### config.mk
export PLATFORM = sky130hd
export DESIGN_NAME = mmio_io_ctrl
export DESIGN_NICKNAME = d
export VERILOG_FILES = /design/src/rtl/riscv151_mmio_pkg.sv /design/src/rtl/mmio_io_ctrl_io_counter.sv /design/src/rtl/mmio_io_ctrl.sv
export SDC_FILE = /design/constraint.sdc
export NUM_CORES = 1
export LEC_CHECK = 0
export ABC_AREA = 1
export BUFFER_PORTS_ARGS = -buffer_cell sky130_fd_sc_hd__buf_2
export CAP_MARGIN = 10
export CORE_MARGIN = 8
export CORE_UTILIZATION = 45
export CTS_BUF_LIST = sky130_fd_sc_hd__clkbuf_2 sky130_fd_sc_hd__clkbuf_4 sky130_fd_sc_hd__clkbuf_8
export DETAILED_ROUTE_END_ITERATION = 7
export GPL_TIMING_DRIVEN = 0
export HOLD_SLACK_MARGIN = 0.15
export PLACE_DENSITY = 0.76
export SYNTH_ARGS = -nofsm -noshare
export SYNTH_HDL_FRONTEND = slang
export SYNTH_SLANG_ARGS = --single-unit
### constraint.sdc
create_clock -name clk -period 1.8 [get_ports clk]
set_input_delay 0.36 -clock clk [delete_from_list [all_inputs] [get_ports clk]]
set_output_delay 0.36 -clock clk [all_outputs]
set_load 0.01 [all_outputs]
### src/rtl/riscv151_mmio_pkg.sv
// Shared constants for the MMIO responder: region select, register offsets,
// and the UART transmit state encoding.
package riscv151_mmio_pkg;

    localparam logic [3:0] IO_REGION = 4'h8;
    localparam int unsigned CNT_W_DEFAULT = 32;

    localparam logic [7:0] UART_CTRL = 8'h00;
    localparam logic [7:0] UART_RX   = 8'h04;
    localparam logic [7:0] UART_TX   = 8'h08;
    localparam logic [7:0] CYC_CNT   = 8'h10;
    localparam logic [7:0] INST_CNT  = 8'h14;
    localparam logic [7:0] CNT_RST   = 8'h18;

    typedef enum logic {
        TX_IDLE = 1'b0,
        TX_SEND = 1'b1
    } tx_state_e;

    // Word-aligned register offset; byte lane bits are don't-care.
    function automatic logic [7:0] word_offset(input logic [31:0] a);
        return {a[7:2], 2'b00};
    endfunction

endpackage

### src/rtl/mmio_io_ctrl_io_counter.sv
// Free-running event counter with synchronous clear; clear overrides increment
// and the count wraps naturally at its full width.
module io_counter #(
    parameter int unsigned CNT_W = 32
) (
    input  logic             clk,
    input  logic             rst,
    input  logic             clr,
    input  logic             inc,
    output logic [CNT_W-1:0] count
);

    always_ff @(posedge clk) begin
        if (rst || clr) begin
            count <= '0;
        end else if (inc) begin
            count <= count + 1'b1;
        end
    end

endmodule

### src/rtl/mmio_io_ctrl.sv
// Memory-mapped I/O responder: UART TX/RX bridge plus cycle and retired-instruction
// counters, with one-cycle registered read data like the other data memories.
module mmio_io_ctrl #(
    parameter logic [3:0]  IO_REGION = riscv151_mmio_pkg::IO_REGION,
    parameter int unsigned CNT_W     = riscv151_mmio_pkg::CNT_W_DEFAULT
) (
    input  logic        clk,
    input  logic        rst,
    input  logic [31:0] addr,
    input  logic [31:0] wdata,
    input  logic [3:0]  we,
    input  logic        re,
    output logic [31:0] rdata,
    input  logic        inst_retire,
    output logic [7:0]  uart_tx_data,
    output logic        uart_tx_valid,
    input  logic        uart_tx_ready,
    input  logic [7:0]  uart_rx_data,
    input  logic        uart_rx_valid,
    output logic        uart_rx_ready
);

    import riscv151_mmio_pkg::*;

    logic             sel;
    logic [7:0]       off;
    logic             store;
    logic             cnt_clr;
    logic             tx_start;
    tx_state_e        tx_state;
    logic [CNT_W-1:0] cyc_count;
    logic [CNT_W-1:0] inst_count;
    logic [31:0]      rd_mux;
    logic             unused_bits;

    assign sel      = (addr[31:28] == IO_REGION);
    assign off      = word_offset(addr);
    assign store    = sel && (we != 4'b0000);
    assign cnt_clr  = store && (off == CNT_RST);
    assign tx_start = store && (off == UART_TX) && we[0];

    assign unused_bits = ^{addr[27:8], addr[1:0], wdata[31:8]};

    io_counter #(.CNT_W(CNT_W)) u_cyc_cnt (
        .clk   (clk),
        .rst   (rst),
        .clr   (cnt_clr),
        .inc   (1'b1),
        .count (cyc_count)
    );

    io_counter #(.CNT_W(CNT_W)) u_inst_cnt (
        .clk   (clk),
        .rst   (rst),
        .clr   (cnt_clr),
        .inc   (inst_retire),
        .count (inst_count)
    );

    // The pop is acknowledged in the same cycle as the load so the UART can
    // advance its buffer while rdata captures the current byte.
    assign uart_rx_ready = re && sel && (off == UART_RX) && uart_rx_valid;

    always_comb begin
        rd_mux = '0;
        case (off)
            UART_CTRL: rd_mux = {30'b0, uart_rx_valid,
                                 (tx_state == TX_IDLE) && uart_tx_ready};
            UART_RX:   rd_mux = {24'b0, uart_rx_data};
            CYC_CNT:   rd_mux = 32'(cyc_count);
            INST_CNT:  rd_mux = 32'(inst_count);
            default:   rd_mux = '0;
        endcase
    end

    always_ff @(posedge clk) begin
        if (rst) begin
            rdata <= '0;
        end else if (re) begin
            rdata <= sel ? rd_mux : '0;
        end
    end

    always_ff @(posedge clk) begin
        if (rst) begin
            tx_state      <= TX_IDLE;
            uart_tx_valid <= 1'b0;
            uart_tx_data  <= '0;
        end else begin
            case (tx_state)
                TX_IDLE: begin
                    if (tx_start) begin
                        uart_tx_data  <= wdata[7:0];
                        uart_tx_valid <= 1'b1;
                        tx_state      <= TX_SEND;
                    end
                end
                TX_SEND: begin
                    // Stores to the TX register here are ignored; the byte stays put.
                    if (uart_tx_ready) begin
                        uart_tx_valid <= 1'b0;
                        tx_state      <= TX_IDLE;
                    end
                end
                default: begin
                    uart_tx_valid <= 1'b0;
                    tx_state      <= TX_IDLE;
                end
            endcase
        end
    end

endmodule

==> Word level (Yosys, flattened, before mapping) <==
Index checks and enable logic that the tools add are counted.
{ "word_totals": {"regBits": 106, "output_inout_bits": 42, "word_cells": 38, "in_bits": 82} }
{ "op_classes": {"n_bitwise": 1, "eq_ne": 8, "add_sub_neg": 2, "n_mux": 8, "n_reduce_logical": 13} }
{ "ops": {"columns": ["cell", "n"], "rows": [
  ["case mux 32 bit (4 select lines)", 1],
  ["adder 32 x 1 -> 32 bit (second input constant)", 2],
  ["two-way mux 32 bit", 1],
  ["== test 6 x 3 -> 1 bit (second input constant)", 3],
  ["logical AND 1 bit", 8],
  ["zero test 8 bit", 1],
  ["== test 6 x 1 -> 1 bit (second input constant)", 1],
  ["== test 6 x 2 -> 1 bit (second input constant)", 1],
  ["== test 4 bit (second input constant)", 1],
  ["two-way mux 1 bit", 4],
  ["!= test 2 bit (second input constant)", 2],
  ["case mux 1 bit (2 select lines)", 2],
  ["AND reduction 2 bit", 2],
  ["nonzero test 4 bit", 1],
  ["logical OR 1 bit", 1],
  ["inverter 1 bit", 1]
]} }

==> Logic depth before layout (Yosys ltp) <==
Gate-level depths: netlist of the first run.
{ "depth": {"word_depth": 6, "depth_mapped": 10, "depth_no_buf": 10} }

==> By module <==
A second synthesis of the first run with hierarchy kept.
{ "hier_totals": {"hier_cells": 898, "hier_area_um2": 5756.8} }
{ "by_module_without_submodules": {"columns": ["mod", "seq_area_each_um2", "instances", "area_each_um2", "cells_per_inst"], "rows": [
  ["io_counter", 640.6, 2, 1798.0, 276],
  ["mmio_io_ctrl", 840.8, 1, 2160.8, 346]
]} }

==> Least setup slack after synthesis of the first run <==
OpenSTA, ideal clock, no wires.
{ "synth_timing": {"path_kind": "input port to output port", "from": "in addr[29]", "to": "out uart_rx_ready", "cell_stages": 3, "slack_ns": 0.395, "required_ns": 1.440, "path_buffers": 0, "arrival_time_ns": 1.045, "path_cell_list": "nor2_1 > nand3b_1 > nor4_1"} }
{ "synth_between": {"elab_chain_cells": 4} }
{ "synth_lines": {"columns": ["item", "line", "rtl"], "rows": [
  ["start: declaration", "mmio_io_ctrl.sv:9", "input logic [31:0] addr,"],
  ["== test 4 bit", "mmio_io_ctrl.sv:36", "assign sel = (addr[31:28] == IO_REGION);"],
  ["logical AND 1 bit (3 in series)", "mmio_io_ctrl.sv:62", "assign uart_rx_ready = re && sel && (off == UART_RX) && uart_rx_valid;"],
  ["end: declaration", "mmio_io_ctrl.sv:20", "output logic uart_rx_ready"]
]} }
No other way between the ends.

==> Final worst setup path of the first run <==
{ "layout_timing": {"from": "in re", "to": "out uart_rx_ready"} }
{ "layout_between": {"elab_chain_cells": 3} }
{ "layout_lines": {"columns": ["item", "line", "rtl"], "rows": [
  ["start: declaration", "mmio_io_ctrl.sv:12", "input logic re,"],
  ["logical AND 1 bit (3 in series)", "mmio_io_ctrl.sv:62", null]
]} }
No other way between the ends.

==> results of run 1 <==
[final cells by class]
type / count / share of cell area (%)
timing repair buffer: 75 / 5.89
inverter: 86 / 5.12
clock inverter: 6 / 1.14
multi-input combinational: 624 / 47.1
clock buffer: 10 / 2.16
buffer: 21 / 2.04
tap: 168 / 3.30
sequential: 106 / 33.3
[metal layers]
metal | up-vias | wire length, um | global-route usage, %
li1 | 2812 | - | -
met1 | 2498 | 6520 | 22.3
met2 | 148 | 7100 | 32.2
met3 | 31 | 892 | 5.41
met4 | 0 | 436 | 7.63
met5 | - | 0 | 0
[flip-flops by register name (all words and copies together), names as in the netlist]
signal / count
uart_tx_data: 8
u_inst_cnt.count: 32
uart_tx_valid: 1
u_cyc_cnt.count: 32
rdata: 32
tx_state: 1
[cell usage in the layout, fill, tap and decap left out, types with 5 or more instances in the layout]
master | netlist | routed
xor2_1 | 18 | 18
a21oi_1 | 36 | 36
o21ai_0 | 13 | 13
inv_1 | 77 | 77
buf_6 | 5 | 5
nand2_2 | 5 | 5
nand4_1 | 14 | 14
buf_2 | 5 | 80
nand2_1 | 254 | 254
a21oi_2 | 22 | 22
nor2_4 | 7 | 7
dfxtp_1 | 106 | 106
nand3_1 | 36 | 36
nor2_1 | 140 | 140
nor3_1 | 16 | 15
clkbuf_1 | 9 | 9
inv_2 | 5 | 5
o21ai_1 | 7 | 7
nand3_2 | 5 | 5
clkbuf_8 | 0 | 10
o22ai_1 | 13 | 13
nor2_2 | 17 | 17
[through the flow]
stage	worst slack, ns	instances	TNS [ns]
2_1_floorplan	0.395	837	0
3_3_place_gp	0.00375	1080	0
3_5_place_dp	-0.00939	1080	-0.0233
4_1_cts	0.149	1096	0
5_1_grt	0.0723	1096	0
6_report	0.188	1096	0
[power groups by stage]
| stage | combinational (W) | clock, W | sequential [W] |
|---|---|---|---|
| floorplan | 0.000117 | 0 | 0.00241 |
| global placement | 0.000195 | 0 | 0.00242 |
| detailed placement | 0.000197 | 0 | 0.00242 |
| CTS | 0.000198 | 0.00160 | 0.00236 |
| global route | 0.000216 | 0.00170 | 0.00236 |
| finish | 0.000197 | 0.00156 | 0.00236 |
[critical path, stage by stage]
cell and delay [ns]:
buf_2 0.08, clkinv_1 0.30, nor4_1 0.34, buf_2 0.17
[how the worst max path moves through the flow]
stage                                        from                                to  slack, ns  cells past startpoint
floorplan                                addr[29]                     uart_rx_ready       0.39                      3
global placement                              rst  u_inst_cnt.count[9]$_SDFFE_PP0P_      0.004                      5
detailed placement                            rst    u_cyc_cnt.count[27]$_SDFF_PP0_     -0.009                      5
CTS                                            re                     uart_rx_ready       0.15                      4
global route        u_cyc_cnt.count[0]$_SDFF_PP0_    u_cyc_cnt.count[18]$_SDFF_PP0_       0.07                      8
finish                                         re                     uart_rx_ready       0.19                      4
[cell families (layout without fill, tap and decap cells)]
kind of cell	Yosys count	count (layout)
simple gates	509	509
buf+inv	107	198
flops	106	106
compound gates	92	92
xor+xnor	21	21
fa+ha+maj	2	2
==> impl_results.md, run 1 <==
- # setup viols final: 0
- Gp weighted congestion: 0.949
- CTS resizes: 0
- Global-route wire length before repair: 24.8 mm
- DIE AREA: 16200 um^2
- Core area: 12100 um^2
- R2r endpoint: u_cyc_cnt.count[18]$_SDFF_PP0_
- # H-tree levels: 3
- Cell count after synthesis: 837
- Fin crit period: 1.61 ns
- Leak: 2.29 nW
- Clock Power Share: 37.9%
- # IOs: 124
- Arr. time, crit path: 1.25 ns
- Clk_skew: 0.0136 ns
- R2r setup slk: 0.21 ns
- Sequential Power Share: 57.3%
- Adder-cell share of the synthesized area: 0.449%
- First-pass iteration count of the detailed router: 7
- Inserted Diodes: 0
- Combined area of the multi-input logic cells: 3000 um^2
- Clk pin slew, worst setup/hold paths: 0.10 ns
- DRC errors left: 0
- Top cell type's share of synthesized area: 38.1%
- DR iter-0 viols: 331
- VDD IR max: 0.317 mV
- Mapped Nets: 921
- Worst Hold Margin: 0.208 ns
- Internal power: 0.00311 W
- Filler cells: 1239
- Total power: 0.00412 W
- Post-DRT Antenna Nets: 0
- Starting Density: 46.2%
- Routed WL per cell: 13.6 um
- Root buffer cell: clkbuf_8
- Primary FF master, synth: dfxtp_1
- Placed inst area: 6160 um^2
- TritonCTS Buffers: 9
- Worst path required time: 1.44 ns
- Sw Share: 24.5%
- Ys async rst share: 0%
- Worst-Margin Slew: 0.792 ns
- Main combinational cell family by area after synthesis: simple AND/OR/NAND/NOR gates
- Vias in the first global route: 5188
- Area Growth Syn to Fin: 14.4%
- Min-Delay Startpoint: wdata[5]
- Total grt overflow: 0
- Cells on Worst Hold Path: 3
- Max-cap violations: 0
- Worst min-delay path category: in -> reg
- Total number of vias: 5489
- Post-synth EDFFs: 0
- Reg2reg start: u_cyc_cnt.count[0]$_SDFF_PP0_
- Total Routing Usage GR: 19.1%
- Slew Viols, Final: 0
- Comb pwr share: 4.8%
- Post-DP HPWL: 11.8 mm
- Yosys reg bits: 106
- Top cells by area, synth: dfxtp_1 (38%), nand2_1 (17%), nor2_1 (9.4%), inv_1 (5.2%), a21oi_2 (3.5%)
- Initial antenna violation count: 0
- Die Wd: 127 um
- Setup CP Type: in -> out
- Pwr Density: 646 nW/um^2
- List of most frequent post-synthesis cells: nand2_1 (254), nor2_1 (140), dfxtp_1 (106)
- Endpoint type of the worst setup path: output port
- R2R depth: 8
- Vias per inst: 5.01
- Rel. slew slack: 47.2%
- Status: completed
- Die Y: 127 um
- Layout Nets: 1007
- Clock buffer depth: 2
- Peak Freq: 620 MHz
- Clk sinks: 106
- Design Area, Final: 6380 um^2
- Fin util: 52.9%
- Clock tree from TritonCTS: done
- Hold EP: uart_tx_data[5]$_SDFFE_PP0P_
- Critical Path Start Type: input port
- Compound-gate portion of the synthesized area: 10.1%
- Ratio of cells with drive above 1 in the final layout: 18.6%
- FF+latch area: 2120 um^2
- # Post-CTS Setup Buffers: 0
- Post-synthesis mux area share: 0%
- RSZ-0062 raised after global routing: false
- Post-Synth Simple-Gate Area: 39.9%
- Later-pin clock latency in the skew report: 0.39 ns
- Synthesis Warnings: 0
- Post-synth cell types: 38
- Row count: 40
- Hold buffers post-CTS: 0
- Final wirelength: 14.9 mm
- Post-synthesis area per instance: 6.66 um^2
- NetSw: 0.00101 W
- Crit-path max FO: 7
- Post-Syn Area: 5580 um^2
- Hold Fails Final Rpt: 0
- Register area share after synthesis: 38.1%
- Port-buffer cells: 75
- Final period util: 89.6%
- Pin count of the biggest net entering global routing: 19
- Yosys top cell by area: dfxtp_1
- Post-synthesis xor/xnor area fraction: 3.30%
- Count leader, synth: nand2_1
(Power assumes the default switching activity.)
==> inputs of run 2 (changes only) <==
--- a/config.mk
+++ b/config.mk
@@ -14,7 +14,7 @@
 export DETAILED_ROUTE_END_ITERATION = 7
 export GPL_TIMING_DRIVEN = 0
 export HOLD_SLACK_MARGIN = 0.15
-export PLACE_DENSITY = 0.76
+export PLACE_DENSITY = 0.79
 export SYNTH_ARGS = -nofsm -noshare
 export SYNTH_HDL_FRONTEND = slang
 export SYNTH_SLANG_ARGS = --single-unit
==> constraint.sdc (replaced) <==
create_clock -name clk -period 1.3 [get_ports clk]
set_input_delay 0.26 -clock clk [delete_from_list [all_inputs] [get_ports clk]]
set_output_delay 0.26 -clock clk [all_outputs]
set_load 0.01 [all_outputs]
==> run 2 against run 1 <==
Against the previous run:
- combinational power up 89%
- core utilization rose by 11 points
- design area up 20%
- largest cell class unchanged
- highest routed layer unchanged
- hold slack worse by 0.049 ns
- the flow now finishes with violations (setup timing)
==> impl_results.md, run 2 (synthesis gave the netlist of run 1 again) <==
- Status: finished, violations left
- Violated checks: setup timing
- Total Routing Usage GR: 20.1% (+1.1 points)
- TritonCTS Buffers: 9 (unchanged)
- Total number of vias: 6241 (+14%)
- CP top delay family: compound AO/OA/AOI/OAI gates
- Worst path required time: 1.63 ns (+0.19 ns)
- Clock buffer depth: 2 (unchanged)
- RSZ-0062 raised after global routing: true
- Largest regs: rdata: 32 flops, u_cyc_cnt.count: 32 flops, u_inst_cnt.count: 32 flops
- Final setup margin: -0.143 ns (-0.330 ns)
- Ratio of cells with drive above 1 in the final layout: 39.5% (+21 points)
- Global-route wire length before repair: 26.4 mm (+6.3%)
- Leak: 2.94 nW (+28%)
- Crit path from: addr[6]
- Cell repeated most along the worst path: buf_2
- Crit-path max FO: 10 (+3)
- Row count: 40 (unchanged)
- Slew Viols, Final: 0 (unchanged)
- Routed WL per cell: 16.7 um (+23%)
- Final period util: 111%
- First-pass iteration count of the detailed router: 6 (-1)
- Vias in the first global route: 5483 (+5.7%)
- Worst-path cell chain: buf_2 > nor2_4 > buf_4 > nand3_2 > buf_2 > o21ai_0 > nand2_1 > a21oi_2
- Clk sinks: 106 (unchanged)
- Most common cell after layout, fill and taps aside: nand2_1
- DIE AREA: 16200 um^2 (unchanged)
- Starting Density: 46.2% (unchanged)
- DP Worst Slack: -0.402 ns (-0.392 ns)
- Crit path buf inv count: 3 (unchanged)
- DRC errors left: 0 (unchanged)
- Initial antenna violation count: 0 (unchanged)
- Pin count of the biggest net entering global routing: 19 (unchanged)
- Core area: 12100 um^2 (unchanged)
- # IOs: 124 (unchanged)
- Inserted Diodes: 0 (unchanged)
- Port-buffer cells: 75 (unchanged)
- # placed instances: 1080 (unchanged)
- Later-pin clock latency in the skew report: 0.40 ns (about the same)
- Most frequent cells in the layout: nand2_1 (216), nor2_1 (97), buf_2 (78)
- VDD IR max: 0.411 mV (+29%)
- CP peak stage delay: 0.41 ns (+0.07 ns)
- Reg2reg start: u_inst_cnt.count[2]$_SDFFE_PP0P_
- Critical Path Start Type: input port
- Vias per inst: 5.43 (+8.4%)
- Clk pin slew, worst setup/hold paths: 0.11 ns (about the same)
- Post-Layout Cell Count: 1150 (+4.9%)
- Total grt overflow: 0 (unchanged)
- # H-tree levels: 3 (unchanged)
- Clock tree from TritonCTS: done
- Fin util: 63.5% (+11 points)
- Design Area, Final: 7650 um^2 (+20%)
- Peak Freq: 693 MHz
- Rel. slew slack: 47.5% (+0.35 points)
- Gp weighted congestion: 0.938 (-1.1%)
- Die Y: 127 um (unchanged)
- Root buffer cell: clkbuf_8
- Final wirelength: 19.3 mm (+29%)
- Endpoint type of the worst setup path: flop
- Worst Hold Margin: 0.159 ns (-0.0486 ns)
- Slowest-stage cell, CP: o21ai_0
- Area Growth Syn to Fin: 37.3%
- Layout Nets: 1061 (+5.4%)
- Setup CP Type: in -> reg
- Arr. time, crit path: 1.77 ns (+0.52 ns)
- DR iter-0 viols: 707 (+110%)
- Worst-Margin Slew: 0.787 ns (-0.00531 ns)
- Placed inst area: 6170 um^2 (+0.12%)
- Min-Delay Startpoint: rst
- Post-DRT Antenna Nets: 0 (unchanged)
- Worst min-delay path category: in -> reg
- Die Wd: 127 um (unchanged)
- Clk_skew: 0.0217 ns (+0.00819 ns)
- # setup viols final: 28 (+28)
- Hold Fails Final Rpt: 0 (unchanged)
- Pwr Density: 777 nW/um^2 (+20%)
- Max-cap violations: 0 (unchanged)
- Fin crit period: 1.44 ns
- Post-DP HPWL: 11.7 mm (-0.88%)
run 2: changes by cell type in the layout (fill, tap and decap cells not counted), sizes merged:
cell / previous run / this run
clkinvlp: 3 / 1
dlygate4sd3: 0 / 9
nand2: 260 / 261
clkinv: 3 / 5
clkbuf: 19 / 18
bufinv: 1 / 2
buf: 87 / 131
run 2: cell type report:
| type | instances | area (um^2) |
|---|---|---|
| Multi-Input combinational cell | 625 | 3640 |
| Buffer | 21 | 134 |
| Fill cell | 929 | 4410 |
| Clock buffer | 9 | 124 |
| Sequential cell | 106 | 2260 |
| Clock inverter | 7 | 103 |
| Tap cell | 168 | 210 |
| Timing Repair Buffer | 128 | 852 |
| Inverter | 86 | 337 |
run 2: final timing paths:
path                                            end  slack [ns]  cells past startpoint
setup / recovery             rdata[14]$_SDFFE_PP0P_       -0.14                      8
hold / removal               rdata[21]$_SDFFE_PP0P_        0.16                      2
setup reg to reg  u_inst_cnt.count[29]$_SDFFE_PP0P_       -0.09                      8
hold reg to reg              rdata[19]$_SDFFE_PP0P_        0.47                      2
run 2: routing by layer:
layer  routed length (um)  track usage [%]  up-vias
met5                    0                0        -
met3                 1510             4.16       94
met1                 7270             23.7     2847
met2                 9350             33.9      371
li1                     -                -     2929
met4                 1120             10.5        0
run 2: repair_timing:
item                                    in CTS  in global routing
cloned                                       0                  1
pin swaps                                   35                 58
endpoints found under the setup margin      43                 73
buffers inserted                            26                 18
hold endpoints to repair                     9                  0
hold buffers                                 9                  0
gates resized for setup                     98                171
run 2: metrics by stage:
step | power, W | TNS, ns
6_report | 0.00595 | -1.17
4_1_cts | 0.00594 | -0.138
3_3_place_gp | 0.00362 | -31.47
2_1_floorplan | 0.00351 | -0.0179
3_5_place_dp | 0.00362 | -32.10
5_1_grt | 0.00610 | -3.98
run 2: power by group:
group	switching [W]	total (W)	leakage, nW	internal (W)
logic	0.000224	0.000372	1.95	0.000148
registers	0.0000249	0.00323	0.888	0.00321
clock network	0.00124	0.00234	0.110	0.00110
total	0.00149	0.00595	2.94	0.00446
==> inputs of run 3 (changes only) <==
--- a/config.mk
+++ b/config.mk
@@ -6,7 +6,7 @@
 export NUM_CORES = 1
 export LEC_CHECK = 0
 export ABC_AREA = 1
-export BUFFER_PORTS_ARGS = -buffer_cell sky130_fd_sc_hd__buf_2
+export BUFFER_PORTS_ARGS = -buffer_cell sky130_fd_sc_hd__buf_4
 export CAP_MARGIN = 10
 export CORE_MARGIN = 8
 export CORE_UTILIZATION = 45
@@ -15,6 +15,7 @@
 export GPL_TIMING_DRIVEN = 0
 export HOLD_SLACK_MARGIN = 0.15
 export PLACE_DENSITY = 0.79
+export SKIP_CTS_REPAIR_TIMING = 1
 export SYNTH_ARGS = -nofsm -noshare
 export SYNTH_HDL_FRONTEND = slang
 export SYNTH_SLANG_ARGS = --single-unit
==> run 3 against run 2 <==
Against the previous run:
- the run still ends with setup timing left
- combinational power is 2% lower
- clock skew fell by 0.0099 ns
- largest cell class unchanged
- routed wire length down 10%
- cell count down 1.3%
- die area stayed put
- highest routed layer unchanged
- critical path depth increased by 1
- global-route usage fell by 0.77 points
- via count fell by 4.5%
==> impl_results.md, run 3 (synthesis gave the netlist of run 1 again) <==
- Status: finished, violations left
- Violated checks: setup timing
- Setup CP Type: reg -> reg
- Hold Fails Final Rpt: 0 (unchanged)
- Crit path buf inv count: 0 (-3)
- Total Routing Usage GR: 19.4% (-0.77 points)
- Root buffer cell: clkbuf_8
- Final period util: 109% (-2.0 points)
- Total grt overflow: 0 (unchanged)
- Crit-path max FO: 4 (-6)
- Pwr Density: 788 nW/um^2 (+1.5%)
- Cell repeated most along the worst path: nand2_1
- Gp weighted congestion: 0.940 (+0.16%)
- Later-pin clock latency in the skew report: 0.40 ns (about the same)
- Worst min-delay path category: in -> reg
- Area Growth Syn to Fin: 34.8%
- Layout Nets: 1046 (-1.4%)
- Clock tree from TritonCTS: done
- Clk_skew: 0.0118 ns (-0.00994 ns)
- Critical Path Start Type: flop
- TritonCTS Buffers: 9 (unchanged)
- Fin util: 62.3% (-1.2 points)
- Leak: 2.75 nW (-6.8%)
- Pin count of the biggest net entering global routing: 17 (-2)
- Clk pin slew, worst setup/hold paths: 0.10 ns (about the same)
- Slowest-stage cell, CP: dfxtp_4
- Vias per inst: 5.25 (-3.3%)
- Global-route wire length before repair: 25.0 mm (-5.3%)
- Post-DRT Antenna Nets: 0 (unchanged)
- Arr. time, crit path: 1.76 ns (about the same)
- Starting Density: 46.2% (unchanged)
- Total power: 0.00592 W (-0.39%)
- CP peak stage delay: 0.40 ns (about the same)
- # setup viols final: 20 (-29%)
- Port-buffer cells: 75 (unchanged)
- First-pass iteration count of the detailed router: 6 (unchanged)
- Post-DP HPWL: 12.0 mm (+3.0%)
- Worst Hold Margin: 0.100 ns (-0.0594 ns)
- Most frequent cells in the layout: nand2_1 (230), buf_4 (112), nor2_1 (104)
- Final wirelength: 17.3 mm (-10%)
- Peak Freq: 706 MHz (+1.8%)
- Total number of vias: 5958 (-4.5%)
- Rel. slew slack: 47.1% (-0.45 points)
- DR iter-0 viols: 550 (-22%)
- Worst-Margin Slew: 0.794 ns (+0.00674 ns)
- Vias in the first global route: 5218 (-4.8%)
- Largest regs: rdata: 32 flops, u_cyc_cnt.count: 32 flops, u_inst_cnt.count: 32 flops
- Slew Viols, Final: 0 (unchanged)
- DRC errors left: 0 (unchanged)
- Row count: 40 (unchanged)
- Worst path required time: 1.64 ns (about the same)
- Routed WL per cell: 15.2 um (-9.1%)
- # IOs: 124 (unchanged)
- RSZ-0062 raised after global routing: true
- Fin crit period: 1.42 ns (-0.0258 ns)
- Endpoint type of the worst setup path: flop
- VDD IR max: 0.386 mV (-6.1%)
- Core area: 12100 um^2 (unchanged)
- Worst-path cell chain: ha_4 > nand3_4 > nor2_2 > nand2_1 > nor2_2 > nand3_1 > nand2_1 > nand2_1 > nor2_1
- Ratio of cells with drive above 1 in the final layout: 35.4% (-4.1 points)
- Initial antenna violation count: 0 (unchanged)
- Die Wd: 127 um (unchanged)
- Most common cell after layout, fill and taps aside: nand2_1
- Die Y: 127 um (unchanged)
- CP top delay family: simple AND/OR/NAND/NOR gates
- DIE AREA: 16200 um^2 (unchanged)
- Clk sinks: 106 (unchanged)
- Max-cap violations: 0 (unchanged)
- # H-tree levels: 3 (unchanged)
- Inserted Diodes: 0 (unchanged)
- Clock buffer depth: 2 (unchanged)
- Final setup margin: -0.117 ns (+0.0258 ns)
-- run 3: cell type report --
type                       count  area, um^2
fill                        1001        4550
multi-input combinational    624        3510
sequential                   106        2230
timing repair buffer         114         866
inverter                      86         333
tap                          168         210
clock buffer                  11         145
buffer                        21         133
clock inverter                 5        77.6
-- run 3: path summary, 6_finish.rpt --
kind                                       end  slack [ns]                              from  cells past startpoint
min               uart_tx_data[4]$_SDFFE_PP0P_         0.1                          wdata[4]                      3
max          u_inst_cnt.count[30]$_SDFFE_PP0P_       -0.12  u_inst_cnt.count[1]$_SDFFE_PP0P_                      9
max reg2reg  u_inst_cnt.count[30]$_SDFFE_PP0P_       -0.12  u_inst_cnt.count[1]$_SDFFE_PP0P_                      9
min reg2reg      u_cyc_cnt.count[0]$_SDFF_PP0_        0.46     u_cyc_cnt.count[0]$_SDFF_PP0_                      1
-- run 3: metal layers --
layer,up-vias,part of all wire [%],GRT usage [%],routed length [um]
li1,2888,-,-,-
met1,2773,39,23.1,6730
met2,246,51,32.7,8730
met3,51,7.3,3.66,1260
met4,0,3.2,9.59,559
met5,-,0,0,0
-- run 3: tightest hold or removal path, stage by stage --
cell,delay (ns)
buf_4,0.08
o21ai_1,0.05
nor2_1,0.07
-- run 3: where the power goes --
part / total (W) / internal (W) / switching, W
Clock: 0.00232 / 0.00115 / 0.00117
Combinational: 0.000364 / 0.000150 / 0.000214
Sequential: 0.00324 / 0.00322 / 0.0000224
-- run 3: stage by stage --
| step | setup WS, ns | TNS, ns | std cells | cell area [um^2] |
|---|---|---|---|---|
| floorplan | -0.0179 | -0.0179 | 837 | 5580 |
| global route | -0.193 | -3.64 | 1135 | 7510 |
| detailed placement | -0.359 | -28.70 | 1080 | 6360 |
| CTS | -0.297 | -5.81 | 1096 | 6580 |
| finish | -0.117 | -0.969 | 1135 | 7510 |
| global placement | -0.387 | -31.68 | 1080 | 6360 |
